--- src/rtl/button_debounce.sv ---
// rtl/button_debounce.sv - push-button debouncer with press/release strobes, long-hold and auto-repeat
// A level change is accepted only after DEBOUNCE_CYCLES consecutive samples agree; every output is registered.
module button_debounce #(
  parameter int DEBOUNCE_CYCLES = 1000000,
  parameter int HOLD_CYCLES     = 100000000,
  parameter int REPEAT_CYCLES   = 25000000
) (
  input  logic clk,
  input  logic rst_n,
  input  logic btn_sync,
  output logic btn_level,
  output logic press_pulse,
  output logic release_pulse,
  output logic repeat_pulse,
  output logic long_hold
);

  if (DEBOUNCE_CYCLES < 2 || HOLD_CYCLES < 2 || REPEAT_CYCLES < 2) begin : g_bad_param
    $error("button_debounce: DEBOUNCE_CYCLES, HOLD_CYCLES and REPEAT_CYCLES must all be >= 2");
  end

  // Debounce and repeat counters never exceed COUNT-1; the hold counter saturates at HOLD_CYCLES.
  localparam int DB_W   = $clog2(DEBOUNCE_CYCLES);
  localparam int HOLD_W = $clog2(HOLD_CYCLES + 1);
  localparam int REP_W  = $clog2(REPEAT_CYCLES);

  localparam logic [DB_W-1:0]   DB_ONE    = DB_W'(1);
  localparam logic [DB_W-1:0]   DB_LAST   = DB_W'(DEBOUNCE_CYCLES - 1);
  localparam logic [HOLD_W-1:0] HOLD_ONE  = HOLD_W'(1);
  localparam logic [HOLD_W-1:0] HOLD_LAST = HOLD_W'(HOLD_CYCLES - 1);
  localparam logic [HOLD_W-1:0] HOLD_MAX  = HOLD_W'(HOLD_CYCLES);
  localparam logic [REP_W-1:0]  REP_ONE   = REP_W'(1);
  localparam logic [REP_W-1:0]  REP_LAST  = REP_W'(REPEAT_CYCLES - 1);

  typedef enum logic [1:0] {
    IDLE       = 2'd0,
    DB_PRESS   = 2'd1,
    HELD       = 2'd2,
    DB_RELEASE = 2'd3
  } state_t;

  state_t            state, state_d;
  logic [DB_W-1:0]   db_cnt, db_cnt_d;
  logic [HOLD_W-1:0] hold_cnt, hold_cnt_d;
  logic [REP_W-1:0]  rep_cnt, rep_cnt_d;
  logic              level_d, press_d, release_d, repeat_d, long_d;

  always_ff @(posedge clk or negedge rst_n) begin
    if (!rst_n) begin
      state         <= IDLE;
      db_cnt        <= '0;
      hold_cnt      <= '0;
      rep_cnt       <= '0;
      btn_level     <= 1'b0;
      press_pulse   <= 1'b0;
      release_pulse <= 1'b0;
      repeat_pulse  <= 1'b0;
      long_hold     <= 1'b0;
    end else begin
      state         <= state_d;
      db_cnt        <= db_cnt_d;
      hold_cnt      <= hold_cnt_d;
      rep_cnt       <= rep_cnt_d;
      btn_level     <= level_d;
      press_pulse   <= press_d;
      release_pulse <= release_d;
      repeat_pulse  <= repeat_d;
      long_hold     <= long_d;
    end
  end

  always_comb begin
    state_d    = state;
    db_cnt_d   = db_cnt;
    hold_cnt_d = hold_cnt;
    rep_cnt_d  = rep_cnt;
    level_d    = btn_level;
    long_d     = long_hold;
    press_d    = 1'b0;
    release_d  = 1'b0;
    repeat_d   = 1'b0;

    case (state)
      IDLE: begin
        if (btn_sync) begin
          state_d  = DB_PRESS;
          db_cnt_d = DB_ONE;
        end
      end

      DB_PRESS: begin
        if (!btn_sync) begin
          state_d  = IDLE;
          db_cnt_d = '0;
        end else if (db_cnt == DB_LAST) begin
          state_d    = HELD;
          db_cnt_d   = '0;
          hold_cnt_d = '0;
          rep_cnt_d  = '0;
          level_d    = 1'b1;
          press_d    = 1'b1;
        end else begin
          db_cnt_d = db_cnt + DB_ONE;
        end
      end

      // Hold/repeat counters advance only on edges spent in HELD, so a release glitch freezes them.
      HELD: begin
        if (!btn_sync) begin
          state_d  = DB_RELEASE;
          db_cnt_d = DB_ONE;
        end else if (!long_hold) begin
          if (hold_cnt == HOLD_LAST) begin
            hold_cnt_d = HOLD_MAX;
            rep_cnt_d  = '0;
            long_d     = 1'b1;
            repeat_d   = 1'b1;
          end else begin
            hold_cnt_d = hold_cnt + HOLD_ONE;
          end
        end else if (rep_cnt == REP_LAST) begin
          rep_cnt_d = '0;
          repeat_d  = 1'b1;
        end else begin
          rep_cnt_d = rep_cnt + REP_ONE;
        end
      end

      DB_RELEASE: begin
        if (btn_sync) begin
          state_d  = HELD;
          db_cnt_d = '0;
        end else if (db_cnt == DB_LAST) begin
          state_d    = IDLE;
          db_cnt_d   = '0;
          hold_cnt_d = '0;
          rep_cnt_d  = '0;
          level_d    = 1'b0;
          long_d     = 1'b0;
          release_d  = 1'b1;
        end else begin
          db_cnt_d = db_cnt + DB_ONE;
        end
      end

      default: begin
        state_d = IDLE;
      end
    endcase
  end

endmodule

--- config.mk ---
export PLATFORM = sky130hd
export DESIGN_NAME = button_debounce
export DESIGN_NICKNAME = d
export VERILOG_FILES = /design/src/rtl/button_debounce.sv
export SDC_FILE = /design/constraint.sdc
export NUM_CORES = 1
export LEC_CHECK = 0
export ABC_AREA = 1
export BUFFER_PORTS_ARGS = -buffer_cell sky130_fd_sc_hd__buf_2
export CORE_UTILIZATION = 58
export CTS_CLUSTER_DIAMETER = 40
export CTS_CLUSTER_SIZE = 28
export DETAILED_ROUTE_END_ITERATION = 8
export GPL_TIMING_DRIVEN = 1
export HOLD_SLACK_MARGIN = 0.08
export PLACE_DENSITY = 0.77
export SLEW_MARGIN = 15
export SYNTH_ARGS = -nofsm -noshare
export SYNTH_HDL_FRONTEND = slang
export SYNTH_SLANG_ARGS = --single-unit
--- constraint.sdc ---
create_clock -name clk -period 1.7 [get_ports clk]
set_input_delay 0.425 -clock clk [delete_from_list [all_inputs] [get_ports clk]]
set_output_delay 0.425 -clock clk [all_outputs]
set_load 0.02 [all_outputs]
# [Yosys cells after proc, flatten, opt, wreduce, memory -nomap -nowiden]
# Index checks and enable logic that the tools add are counted.
[classes] n_addsub=3 n_eq_ne=17 muxes=46 n_reduce_logical=10
[op_table] cell="two-way mux 25 bit" count=7
[op_table] cell="two-way mux 27 bit" count=6
[op_table] cell="two-way mux 20 bit" count=5
[op_table] cell="one-hot mux 27 bit (3 select lines)" count=1
[op_table] cell="one-hot mux 20 bit (4 select lines)" count=1
[op_table] cell="one-hot mux 25 bit (3 select lines)" count=1
[op_table] cell="adder 27 x 1 -> 27 bit, second input constant" count=1
[op_table] cell="== test 27 bit, second input constant" count=1
[op_table] cell="adder 25 x 1 -> 25 bit, second input constant" count=1
[op_table] cell="== test 25 bit, second input constant" count=1
[op_table] cell="adder 20 x 1 -> 20 bit, second input constant" count=1
[op_table] cell="== test 20 bit, second input constant" count=1
[op_table] cell="two-way mux 1 bit" count=16
[op_table] cell="inequality test 2 bit, second input constant" count=8
[op_table] cell="AND reduction 5 bit" count=3
[op_table] cell="two-way mux 2 bit" count=6
[op_table] cell="inequality test 3 bit, second input constant" count=3
[op_table] cell="one-hot mux 2 bit (4 select lines)" count=1
[op_table] cell="AND reduction 4 bit" count=2
[op_table] cell="== test 2 bit, second input constant" count=2
[op_table] cell="one-hot mux 1 bit (2 select lines)" count=2
[op_table] cell="nonzero test 2 bit" count=2
[op_table] cell="nonzero test 3 bit" count=1
[op_table] cell="== test 2 x 1 -> 1 bit, second input constant" count=1
[op_table] cell="other kinds (2)" count=2
[totals] ff_bits=79 input_bits=3 out_inout_bits=5 wordCells=85

# [Longest topological paths before layout]
# Gate-level depths: netlist (run 1).
[logic_depth] word_depth=5 ltp_mapped=12 mapped_depth_nobuf=11

# [Least setup slack after synthesis (run 1)]
# No wires, ideal clock.
[synth_path] kind="reg2reg" start="register rep_cnt[0]" end="register rep_cnt[3]" setup_ns=0.065 t_arrival_ns=1.543 required_time_ns=1.635 path_slack_ns=0.092 stages_incl_launch_ff=12 n_path_buf=1 period_less_slack_ns=1.608 path_cell_list="dfrtp_1 ha_1 nand2_1 nor2_1 nand2_1 nor2_1 nand2_1 nand3_2 nor2_4 buf_6 nand2_2 nand2_1"
[synth_between] elab_chain_cells=5 elab_cells_between_ends=6 classes_between="add/sub (1); eq/ne (1); mux (4)"
[synth_lines] item="start: declaration" line_no="45" text="logic [REP_W-1:0] rep_cnt, rep_cnt_d;"
[synth_lines] item="start signal: assignment" line_no="63" text="rep_cnt <= rep_cnt_d;"
[synth_lines] item="adder 25 x 1 -> 25 bit / == test 25 bit (equally long branches)" line_no="125, 121"
[synth_lines] item="two-way mux 25 bit *" line_no="121" text="end else if (rep_cnt == REP_LAST) begin"
[synth_lines] item="two-way mux 25 bit *" line_no="112" text="end else if (!long_hold) begin"
[synth_lines] item="two-way mux 25 bit *" line_no="109" text="if (!btn_sync) begin"
[synth_lines] item="one-hot mux 25 bit (3 select lines) *" line_no="83" text="case (state)"
# Mark *: on every way between the ends. The rest lies on a longest branch, timed or not. The select of a mux whose other input is x is not followed.
# A chain may end at the register's enable or synchronous reset.

# [Final worst setup path (run 1)]
[layout_path] start="register hold_cnt[1]" end="register rep_cnt[1]"
[layout_between] elab_chain_cells=3
[layout_lines] item="start: declaration" line_no="44" text="logic [HOLD_W-1:0] hold_cnt, hold_cnt_d;"
[layout_lines] item="start signal: assignment" line_no="62" text="hold_cnt <= hold_cnt_d;"
[layout_lines] item="== test 27 bit" line_no="113" text="if (hold_cnt == HOLD_LAST) begin"
[layout_lines] item="inequality test 3 bit (no line)"
[layout_lines] item="AND reduction 5 bit (no line)"
# No other way between the ends.

==> results.txt, run 1 <==
The flow ran to the end, but the final reports show violations. The checks that failed: negative setup slack. The fraction of power consumed by sequential logic is 0.524, and the post-detailed-route via-to-cell ratio is 5.685.

Traced cell by cell, the critical path runs through ha_4 > nand2_4 > nor2_4 > nand2_4 > nor2_4 > nand2_2 > nand3_2 > nand2_4 > nor2_4 > clkbuf_16 > nand2_2 > nand2_1. The floorplan step defined a die boundary enclosing 9544 um2. The final routed wirelength across all metal layers is 14840 um, and the count of cells along the worst hold path is 3. The die extent in x came out at 97.70 um. Compared with the post-synthesis result, the final layout area differs by 20.54%. The number of antenna violations at the first check in global routing was 0.

For the final-stage net count, the log shows 875. The clock tree buffer depth is 2, and the final HPWL from detailed placement is 10930 um. The tools report the overall routing resource usage as 0.3134. A synthesized cell averages 6.757 um2.

In this run the worst hold path is classified as input port to flip-flop. The run gives 0 as the number of failing hold endpoints at the final stage. The tools report the endpoint of the lowest-slack register-to-register path as rep_cnt[1]$_DFFE_PN0P_. For this design, the sink count on the clock tree is 79.

The run gives 0 as the DRC violation count after routing. Synthesis produced a netlist with a net count of 792. The final standard cell utilization of the core came out at 0.7271. The via total after detailed routing came out at 5583. Post-synthesis cell area: 5311 um2. The sequential cell area fraction in the yosys report was 0.3722. Beginning of the worst hold path: btn_sync. Setup repair after global routing could not meet its margin everywhere.

The kind of capture point of the worst setup path was a flip-flop. Starting density of the core: 0.6032. The arithmetic-cell share of the synthesized area counting full adders, half adders and majority gates was 0.007067. The highest net fanout along the worst path was 5; the distinct cell type count of the synthesized netlist was 33. For flop-to-flop paths, the worst setup slack is -0.05 ns. For the count of yosys warnings during synthesis, the log shows 0.

The number of global-route vias before repair was 5217; the share of the synthesized area in compound gates (AO/OA/AOI/OAI) was 0.06384. Once placement completed, the tool counted placed cells totaling 952. The first global-routing pass estimated 23970 um of wire.

The height of the die was 97.70 um. The number of max-cap violations came out at 0. The worst register-to-register path begins at hold_cnt[1]$_DFFE_PN0P_.

In this run the standard cell core region covers 8806 um2. The final-report setup violation count was 11. The number of clock buffers added by TritonCTS is 9. Global routing finished with a remaining overflow of 0. The detailed router finished its first iteration with 441 violations. The buffering stage count on the worst path with inverters included is 1. The clock transition at the registers of the reported paths is 0.08 ns. Internal power comes to 2.791 mW. The share of cells above drive strength 1 was 0.2037; the clock skew was 0.01517 ns. The net switching fraction of the power works out to 0.2831.

The data arrival time of the worst path came out at 2.05 ns. The top cell types in the final layout, fill and taps aside, are nand2_1 (238), inv_1 (85), nor2_1 (83). The pin count of the biggest net entering global routing is 28, and the data required time at the worst endpoint is 2.00 ns. The startpoint type of the worst setup path is a flip-flop. For the worst-skew pair, the clock arrives at the later sink with an insertion delay of 0.36 ns.

The run gives 0.358 as the proportion of power drawn by the clock network. In this run the clock root is driven by a clkbuf_8. Final critical delay including setup and external delays: 1.745 ns.

Dominant delay contributor by cell family on the critical path: simple AND/OR/NAND/NOR gates. By area, the combinational part of the netlist is dominated by simple AND/OR/NAND/NOR gates. The layout has 689 filler cells. The tools report the number of placement rows as 34. The count of TritonRoute iterations in the first routing pass was 5; the routed wirelength normalized by instance count was 15.11 um. Measured in cells, the most critical reg-to-reg path has a length of 12. The run gives 0.0004357 V as the maximum ir drop on the vdd rail. The area fraction in and, or, nand and nor cells after synthesis is 0.4111, and the top achievable clock speed is 573.0 MHz. The tools report the I/O pin count as 8. Relative slew slack: 0.7427.

The relative contribution of combinational cells to total power was 0.118; the total of buffers placed on input and output ports was 7. The run gives 3.893 mW as the total power after layout. The critical path is of the flip-flop to flip-flop type. The transition time at the pin with the least slew margin is 0.3825 ns. The library cell contributing the largest single delay on the critical path was dfrtp_1.

TritonCTS built the clock tree. The number of max-slew violations in the final report is 0. The delay of the slowest critical-path stage is 0.43 ns.

The multiplexer fraction of the synthesized cell area is 0, and the final instance count without filler cells is 982. The number of antenna diodes in the final layout is 0. The tools report the final RePlAce weighted congestion as 0.9528. Leaving out fill and tap cells, the most frequent cell in the layout is nand2_1. In this run the power density over the cells is 608.0 nW/um2. For this design the total switching power over the nets is 1.102 mW. After synthesis the netlist holds a flip-flop and latch count of 79. CTS built an H-tree with a depth of 3. The logs give 0 for the remaining antenna violation count and 2.954 nW for the leakage power summed over all cells.

For hold timing, the worst endpoint is release_pulse$_DFF_PN0_. Xor-xnor portion of the synthesized cell area: 0.05936. The run gives 786 as the post-synthesis cell count. The worst setup slack after layout came out at -0.04527 ns.

The ratio of final minimum period to clock period was 1.027.
## area by class of cell
class	instances	area (um2)	share of cell area
inverters	99	374.1	0.05843
clock buffers	10	127.6	0.01993
clock inverters	6	61.31	0.009576
flip-flops and latches	79	1981	0.3094
repair buffers	87	720.7	0.1126
multi-input cells	593	3003	0.4690
well taps	108	135.1	0.02111
## cells in the mapped netlist
master | count | area [um2]
xor2_1 | 29 | 254.0
nor4_1 | 2 | 12.51
o21ai_0 | 37 | 185.2
and3_1 | 1 | 6.260
nor2_2 | 6 | 37.54
nor2_1 | 91 | 341.6
nor2_4 | 5 | 56.30
or2_2 | 1 | 6.260
nor3_2 | 3 | 30.03
nand3_2 | 3 | 30.03
a31oi_1 | 1 | 6.260
nand2_4 | 2 | 22.52
buf_4 | 2 | 15.01
o21bai_1 | 1 | 7.510
nand2_2 | 13 | 81.33
inv_1 | 92 | 345.3
buf_6 | 2 | 22.52
a21oi_1 | 3 | 15.01
ha_1 | 3 | 37.54
clkbuf_1 | 4 | 15.01
o21ai_1 | 10 | 50.05
buf_2 | 7 | 35.03
nand4_1 | 33 | 206.5
or2_1 | 1 | 6.260
xnor2_1 | 7 | 61.31
nand3_1 | 54 | 270.3
dfrtp_1 | 79 | 1977
nand2_1 | 248 | 930.9
nand3b_1 | 1 | 7.510
nor3_1 | 25 | 125.1
nand4_2 | 1 | 12.51
inv_2 | 7 | 26.28
o22ai_1 | 12 | 75.07
## tightest hold or removal path: cells and delay by family
kind,cells,cell delay (ns)
buf+inv,2,0.23
simple gates,1,0.04
## power by group through the flow
stage	logic (mW)	registers [mW]	clock network (mW)
after floorplan	0.261	2.05	0
after global placement	0.401	2.06	0
after detailed placement	0.415	2.06	0
after CTS	0.420	2.03	1.42
after global routing	0.505	2.05	1.48
final	0.460	2.04	1.39
## cells by family after synthesis
family	count (synthesis)
flip-flops	79
buffers and inverters	114
AND/OR/NAND/NOR	490
AO/OA/AOI/OAI	64
XOR/XNOR	36
adder cells (fa/ha/maj)	3
## registers in the layout, summed over array words and instances (netlist names), named ones only
register,count
press_pulse,1
release_pulse,1
btn_level,1
repeat_pulse,1
rep_cnt,25
long_hold,1
db_cnt,20
hold_cnt,27
state,1
## stage by stage
step | worst slack (ns) | TNS [ns] | cell area (um2) | hold slack, ns
floorplan | 0.09163 | 0 | 5311 | 0.1294
detailed placement | 0.01266 | 0 | 5942 | 0.3704
global placement | 0.05970 | 0 | 5942 | 0.3673
CTS | 0.005046 | 0 | 6141 | 0.3718
finish | -0.04527 | -0.2749 | 6402 | 0.3802
global route | -0.1172 | -1.844 | 6402 | 0.3970
## how the worst max path moves through the flow
stage	startpoint	endpoint	slack, ns	depth (start not counted)
2_1_floorplan	rep_cnt[0]$_DFFE_PN0P_	rep_cnt[3]$_DFFE_PN0P_	0.09	11
3_3_place_gp	btn_sync	rep_cnt[23]$_DFFE_PN0P_	0.06	9
5_1_grt	db_cnt[13]$_DFFE_PN0P_	rep_cnt[1]$_DFFE_PN0P_	-0.12	12
4_1_cts	db_cnt[10]$_DFFE_PN0P_	rep_cnt[23]$_DFFE_PN0P_	0.005	11
6_report	hold_cnt[1]$_DFFE_PN0P_	rep_cnt[1]$_DFFE_PN0P_	-0.05	12
3_5_place_dp	btn_sync	rep_cnt[23]$_DFFE_PN0P_	0.01	10
## per-layer routing
metal / global-route usage / part of all wire / up-vias
met1: 0.4199 / 0.44 / 2632
li1: - / - / 2674
met3: 0.05108 / 0.075 / 36
met2: 0.5008 / 0.47 / 241
met5: 0 / 0 / -
met4: 0.1387 / 0.022 / 0
## repair_timing
action / 4_1_cts / 5_1_grt
hold buffers: 1 / 0
buffers inserted: 0 / 12
endpoints found under the setup margin: 0 / 56
resized for setup: 0 / 49
endpoints found under the hold margin: 25 / 0
Power figures use the tool's default switching activity.
==> inputs of run 2 (changes only) <==
==> constraint.sdc (replaced) <==
create_clock -name clk -period 1.7 [get_ports clk]
set_input_delay 0.425 -clock clk [delete_from_list [all_inputs] [get_ports clk]]
set_output_delay 0.425 -clock clk [all_outputs]
set_load 0.1 [all_outputs]
==> results.txt, run 2 (synthesis gave the netlist of run 1 again) <==
After clock tree synthesis, the clock-pin slew on the worst setup and hold paths is 0.09 ns. The final RePlAce weighted congestion was 0.9293. Setup repair after global routing could not meet its margin everywhere. For this design the static power due to leakage is 2.988 nW. The highest net fanout along the worst path is 5. The tools report the root buffer cell as clkbuf_8. The buffering stage count on the worst path with inverters included is 1.

For the pin with the worst max-slew slack, the measured transition is 0.5024 ns. Among the stages of the critical path, the cell type that occurs most often is nand3_1. The internal power of the cells totals 2.835 mW. The area added between synthesis and finish works out to 21.23%. The power density over the cells is 613.1 nW/um2, and the number of flip-flops under the largest register name is 27. The largest registers in the layout are hold_cnt (27), rep_cnt (25), db_cnt (20). Leaving out fill and tap cells, the most frequent cells in the layout are nand2_1 (240), nor2_1 (87), inv_1 (86). The tool flagged a number of max-cap violations equal to 0. The worst setup path category is flip-flop to flip-flop. The smallest clock period supported by the final layout is computed as 1.657 ns. The top achievable clock speed is 603.4 MHz.

The floorplan step defined a core boundary enclosing 8806 um2. Number of placement rows: 34. The flow ran to the end, and the final reports show no timing, DRC or antenna violations. The class of the tightest hold or removal check was input port to flip-flop. The first global-routing pass estimated 24840 um of wire. In the final routed layout, each cell accounts on average for 14.87 um. The placed standard-cell area came out at 6013 um2. The number of antenna diodes in the final layout is 0. The run gives 0 as the final-report setup violation count.

The run gives 9 as the number of clock buffers inserted by TritonCTS. The floorplan step set the die width to 97.70 um. Dominant delay contributor by cell family on the critical path: simple AND/OR/NAND/NOR gates.

The final layout contains routed wiring with a total length of 14690 um. The post-detailed-route via-to-cell ratio works out to 5.592. The height of the die works out to 97.70 um. Hold timing on the final database bottoms out at a slack of 0.3891 ns. The tools report the final-stage net count as 881. The ratio of final minimum period to clock period was 0.9749; the number of failing hold endpoints at the final stage was 0.

In this design, the stage delay of the slowest critical-path cell is 0.40 ns. The number of global-route vias before repair is 5290. The critical path goes through buf_4 > nand3_1 > nor2_1 > nand3_1 > xor2_1 > nand2_1 > o21ai_0. The clock passes through at most 2 buffers.

Before CTS, the worst setup slack after placement is -0.01901 ns. The relative slew slack was 0.6674. After detailed routing, the number of remaining DRC violations is 0. The net switching fraction of the power is 0.2818, and the fill cell total of the finished layout is 715. The tools report the overall routing resource usage as 0.3267. Clock skew: 0.01405 ns. Among all stages on the critical path, the largest delay is contributed by dfrtp_1. The floorplan step defined a die boundary enclosing 9544 um2.

Total of buffers placed on input and output ports: 7. The largest register by flop count is hold_cnt. TritonCTS built the clock tree. After global routing the overflow that remains totals 0. The startpoint type of the worst setup path was a flip-flop.

The detail route stage leaves a number of antenna-violating nets equal to 0. The detailed router placed 5525 vias in this run. In this run the power spent charging and discharging nets is 1.112 mW. The share of cells above drive strength 1 is 0.2091, and the proportion of power drawn by the clock network is 0.364.

Entering global routing, the biggest net connects 49 pins. Starting DRC count in detailed routing: 449. The data required time at the worst endpoint was 1.94 ns. For the relative contribution of combinational cells to total power, the log shows 0.121.

The run gives 6439 um2 as the area of all placed cells without fillers. After layout, the design draws a total of 3.947 mW. STA puts the critical path data arrival time at 1.90 ns. The I/O pin count was 8.

Number of antenna violations at the first check in global routing: 0. The maximum ir drop on the vdd rail is 0.0006474 V, and the count of TritonRoute iterations in the first routing pass is 6. Once detailed placement completed, the half-perimeter wirelength came to 11170 um.

The tools report the worst setup slack after layout as 0.04262 ns. For the total number of clock tree sinks, the log shows 79. CTS built an H-tree with a depth of 3. The clock latency on the worst-skew pair was 0.36 ns; the fraction of power consumed by sequential logic was 0.515.

The number of max-slew violations in the final report was 0; the starting density of the core was 0.6032. The library cell used most frequently in the layout, excluding fill and tap cells, is nand2_1. The worst setup path is captured at a flip-flop.
==> run 2: cell types whose count changed in the layout (fill, tap and decap cells not counted), moves of 3 or more <==
| cell | before | now |
|---|---|---|
| nor2_4 | 8 | 5 |
| nor3_2 | 3 | 9 |
| nand2_2 | 22 | 19 |
| buf_4 | 74 | 83 |
| nand3_2 | 5 | 1 |
| nor2_1 | 83 | 87 |
| nor3_1 | 23 | 17 |
==> run 2: worst min-delay path, delay by kind of cell <==
family                 cells  cell delay (ns)
AND/OR/NAND/NOR            1             0.04
buffers and inverters      2             0.23
==> run 2: power groups by stage <==
| stage | sequential [mW] | combinational (mW) | clock, mW |
|---|---|---|---|
| global route | 2.04 | 0.536 | 1.52 |
| finish | 2.03 | 0.479 | 1.44 |
| CTS | 2.03 | 0.453 | 1.44 |
| global placement | 2.06 | 0.426 | 0 |
| detailed placement | 2.06 | 0.444 | 0 |
| floorplan | 2.05 | 0.261 | 0 |
==> run 2: cell type report <==
type	instances	area [um2]	share of cell area
Multi-Input combinational cell	593	3013	0.4679
Clock inverter	6	60.06	0.009328
Timing Repair Buffer	93	738.2	0.1147
Tap cell	108	135.1	0.02099
Clock buffer	10	137.6	0.02138
Sequential cell	79	1983	0.3080
Inverter	99	371.6	0.05771
==> run 2: final timing paths <==
kind                                         start                  endpoint  slack, ns  cells past startpoint
setup / recovery           hold_cnt[0]$_DFFE_PN0P_  hold_cnt[13]$_DFFE_PN0P_       0.04                      7
hold / removal                            btn_sync   release_pulse$_DFF_PN0_       0.39                      3
setup reg to reg           hold_cnt[0]$_DFFE_PN0P_  hold_cnt[13]$_DFFE_PN0P_       0.04                      7
hold reg to reg            rep_cnt[24]$_DFFE_PN0P_   rep_cnt[24]$_DFFE_PN0P_       0.51                      2
max in group asynchronous                    rst_n    rep_cnt[2]$_DFFE_PN0P_       0.72                      3
min in group asynchronous                    rst_n   rep_cnt[14]$_DFFE_PN0P_       0.42                      2
==> run 2: routing by layer <==
metal	track usage	wire (um)	share of wire	vias up
li1	-	-	-	2690
met1	0.4410	6469	0.44	2576
met2	0.5423	6896	0.47	234
met3	0.05396	1080	0.074	25
met4	0.09207	242	0.016	0
met5	0	0	0	-
==> run 2: per-stage QoR <==
step / TNS [ns] / utilization / std cells
finish: 0 / 0.7312 / 988
global route: -0.7306 / 0.7312 / 988
CTS: 0 / 0.7110 / 982
detailed placement: -0.07058 / 0.6829 / 961
global placement: 0 / 0.6829 / 961
floorplan: 0 / - / 786
==> run 2: timing repair <==
item	CTS	global route
hold endpoints to repair	6	0
hold buffers	1	0
endpoints found under the setup margin	21	54
pin swaps	5	10
buffers inserted	4	6
gates resized for setup	3	40
cloned	0	0
==> inputs of run 3 (changes only) <==
--- a/config.mk
+++ b/config.mk
@@ -5,15 +5,14 @@
 export SDC_FILE = /design/constraint.sdc
 export NUM_CORES = 1
 export LEC_CHECK = 0
-export ABC_AREA = 1
 export BUFFER_PORTS_ARGS = -buffer_cell sky130_fd_sc_hd__buf_2
-export CORE_UTILIZATION = 58
+export CORE_UTILIZATION = 57
 export CTS_CLUSTER_DIAMETER = 40
 export CTS_CLUSTER_SIZE = 28
 export DETAILED_ROUTE_END_ITERATION = 8
 export GPL_TIMING_DRIVEN = 1
 export HOLD_SLACK_MARGIN = 0.08
-export PLACE_DENSITY = 0.77
+export PLACE_DENSITY = 0.76
 export SLEW_MARGIN = 15
 export SYNTH_ARGS = -nofsm -noshare
 export SYNTH_HDL_FRONTEND = slang
==> results.txt, run 3 <==
The detail route stage leaves a number of antenna-violating nets equal to 0. The layout has 345 filler cells. Clock tree synthesis inserted a total of 9 buffers. The final reports fail on negative setup slack. The logs give 0 for the total global routing overflow and 5 for the count of TritonRoute iterations in the first routing pass. hold_cnt holds more flip-flops than any other register. The flow ran to the end, but the final reports show violations. The worst setup path is captured at a flip-flop. Along the worst path, the maximum fanout reaches 6. Summed over all instances, the cell type with the most area after synthesis is dfrtp_1. For the count of H-tree levels built during CTS, the log shows 3. The starting DRC count in detailed routing was 664; the final worst hold slack was 0.4933 ns. The top cell types in the final layout, fill and taps aside, are buf_4 (147), dfrtp_1 (77), nand2_1 (51). The number of max-slew violations in the final report came out at 0. The ratio of final minimum period to clock period is 1.297. TritonCTS built the clock tree. The source of the worst register-to-register timing path was db_cnt[10]$_DFFE_PN0P_. Synthesis inferred 79 register bits. The routed design has 16710 um of wire.

CTS placed an instance of clkbuf_8 at the clock tree root. The Yosys step of the flow raised 0 warnings. The wire length of the first global-routing pass is 22220 um. The number of flip-flops under the largest register name works out to 27. The endpoint of the lowest-slack register-to-register path is rep_cnt[23]$_DFFE_PN0P_.

The die covers 8114 um2. In this run the standard cell core region covers 7370 um2. The tools report the final-report setup violation count as 78. Dividing the synthesized area by the synthesized cell count gives 8.687 um2. The share of cells above drive strength 1 works out to 0.3887. The number of global-route vias before repair is 4791, and the relative slew slack is 0.5849. With fillers left out, the area of the finished cells amounts to 6386 um2. Number of antenna violations at the first check in global routing: 0. In the synthesized netlist the dominant register cell turns out to be dfrtp_1. The worst setup path is launched from a flip-flop. The tools report the starting density of the core as 0.6000.

Port buffering added 7 buffers. The distinct cell type count of the synthesized netlist came out at 51. Data on the critical path is required at its endpoint by 1.97 ns.

Across all layers, the routed design uses 5220 vias. The post-detailed-route via-to-cell ratio was 6.753; the maximum ir drop on the vdd rail was 0.0005795 V. Entering global routing, the biggest net connects 32 pins. The final RePlAce weighted congestion was 0.8696. Setup repair after global routing could not meet its margin everywhere. The share of synthesized registers carrying an async set or reset came out at 1.000.

The pre-CTS setup slack is -0.3503 ns. The buffering stage count on the worst path with inverters included is 1, and the post-synthesis cell area is 4422 um2. At the pin with the least slew margin, the transition time is 0.6226 ns. The overall routing resource usage was 0.3429. The net count of the finished layout is 676. The count of cells along the worst hold path works out to 1.

In the post-synthesis netlist, the biggest area contributors are dfrtp_1 (45%), o21ai_0 (5.7%), nand2_1 (4.6%). In this run the register-to-register setup slack is -0.50 ns. The total nets after synthesis is 515, and the clock transition at the registers of the reported paths is 0.09 ns. The final critical delay including setup and external delays works out to 2.204 ns. Among all cell types in the netlist, the one instantiated most often is dfrtp_1. On the critical path, the stage with the largest delay is an instance of dfrtp_1. The largest registers in the layout are hold_cnt (27), rep_cnt (25), db_cnt (20). The number of synthesized flops with an enable pin came out at 0. Summed over all cells, the static leakage comes to 2.887 nW. The die is 90.08 um tall. The logs give 8904 um for the final HPWL from detailed placement and 0.01567 ns for the clock skew. In the synthesized netlist, the cells that appear most often are dfrtp_1 (79), nand2_1 (54), nor2_1 (50), o21ai_0 (50), nand3_1 (34). The tools report the beginning of the worst hold path as db_cnt[19]$_DFFE_PN0P_.

The post-synthesis cell count is 509, and the routed wirelength normalized by instance count is 21.61 um. For this design the ratio of total power to cell area is 588.1 nW/um2. The die is 90.08 um wide. The kind of cell with the highest combined delay along the critical path is simple AND/OR/NAND/NOR gates. The placed standard-cell area came out at 5720 um2. For the worst-skew pair, the clock arrives at the later sink with an insertion delay of 0.38 ns. The tree built by TritonCTS fans out to 79 sinks. Portion of synthesized cell area occupied by the leading cell type: 0.4471. The critical path goes through nor4b_4 > buf_4 > and4_4 > a21oi_2 > or2_4 > or3_1 > o21ai_1.

The logs give 0.4471 for the sequential cell area fraction in the yosys report and 2 for the clock tree buffer depth. The total instance count after detailed placement was 738. The run gives 0 as the DRC violation count after routing. The class of the tightest hold or removal check was flip-flop to flip-flop.

For the worst flop-to-flop path, the logic depth is 7. The terminating pin of the worst hold path is db_cnt[19]$_DFFE_PN0P_. For the worst setup slack after layout, the log shows -0.5041 ns.

In this run the count of I/O pins placed on the die edge is 8. After floorplanning, the core was divided into 31 placement rows. 0 antenna diodes ended up in the layout. Summing all multi-input logic gate instances after layout gives 2669 um2.

The tool flagged a number of max-cap violations equal to 0. The final instance count without filler cells is 773. By startpoint and endpoint, the worst setup path is classified as flip-flop to flip-flop.

The tools report the data arrival time of the worst path as 2.48 ns. For this run, the top clock speed supported by timing is 453.7 MHz. The area added between synthesis and finish is 44.43%.

The library cell used most frequently in the layout, excluding fill and tap cells, is buf_4. The run gives 0 as the number of failing hold endpoints at the final stage. The run gives 1982 um2 as the sequential cell area in the final layout. In this design, the stage delay of the slowest critical-path cell is 0.42 ns.
-- run 3: cell count changes after synthesis, sizes merged, moves of 23 or more --
cell,previous run,this run
nor2,102,50
inv,99,10
a21oi,3,27
nand3,57,34
nand2,263,54
o21ai,47,74
-- run 3: worst reg2reg max path, delay by kind of cell (launching register included) --
| kind | cells | cell delay (ns) |
|---|---|---|
| buffers and inverters | 1 | 0.18 |
| flip-flops | 1 | 0.42 |
| AO/OA/AOI/OAI | 2 | 0.24 |
| AND/OR/NAND/NOR | 4 | 1.25 |
-- run 3: how the worst max path moves through the flow --
stage / startpoint / endpoint / slack (ns) / cells past startpoint
4_1_cts: db_cnt[7]$_DFFE_PN0P_ / rep_cnt[22]$_DFFE_PN0P_ / -0.30 / 7
3_3_place_gp: db_cnt[7]$_DFFE_PN0P_ / rep_cnt[22]$_DFFE_PN0P_ / -0.29 / 7
2_1_floorplan: db_cnt[15]$_DFFE_PN0P_ / db_cnt[12]$_DFFE_PN0P_ / -0.22 / 7
3_5_place_dp: db_cnt[7]$_DFFE_PN0P_ / rep_cnt[23]$_DFFE_PN0P_ / -0.35 / 7
6_report: db_cnt[10]$_DFFE_PN0P_ / rep_cnt[23]$_DFFE_PN0P_ / -0.50 / 7
5_1_grt: db_cnt[11]$_DFFE_PN0P_ / rep_cnt[23]$_DFFE_PN0P_ / -0.57 / 6
-- run 3: cells by family (layout without fill, tap and decap cells) --
group                    after synthesis  after routing  synth area share
AO/OA/AOI/OAI                        140            140            0.1896
buffers and inverters                 31            195           0.03565
XOR/XNOR                              20             20           0.03962
AND/OR/NAND/NOR                      233            234            0.2728
multiplexers                           3              3          0.006791
adder cells (fa/ha/maj)                3              3          0.008490
flip-flops                            79             79            0.4471
-- run 3: power by group --
group	total [mW]	internal [mW]	switching (mW)	leakage [nW]
clock network	1.42	0.662	0.756	0.0957
registers	1.93	1.91	0.0240	1.09
logic	0.402	0.176	0.227	1.70
-- run 3: layer usage --
metal	up-vias	share of wire	GRT usage
li1	2186	-	-
met1	2488	0.36	0.4218
met2	424	0.48	0.5941
met3	122	0.10	0.05415
met4	0	0.063	0.1519
met5	-	0	0
-- run 3: through the flow --
stage	TNS (ns)	total power, mW	utilization
after global placement	-11.11	2.282	0.7762
final	-22.58	3.756	0.8666
after global routing	-27.29	3.850	0.8666
after CTS	-13.97	3.647	0.8277
after detailed placement	-15.14	2.298	0.7762
after floorplan	-8.765	2.111	-
-- run 3: repair_timing --
item | CTS | global route
hold buffers | 1 | 0
endpoints found under the setup margin | 74 | 78
gates resized for setup | 37 | 54
hold endpoints to repair | 21 | 0
buffers inserted | 5 | 13
gates cloned | 0 | 3
pin swaps | 3 | 9
-- run 3: layout make-up --
cell class,instances,area share
Tap cell,99,0.01940
Timing Repair Buffer,170,0.2187
Sequential cell,79,0.3103
Multi-Input combinational cell,400,0.4179
Inverter,10,0.005878
Clock inverter,5,0.007837
Clock buffer,10,0.01998
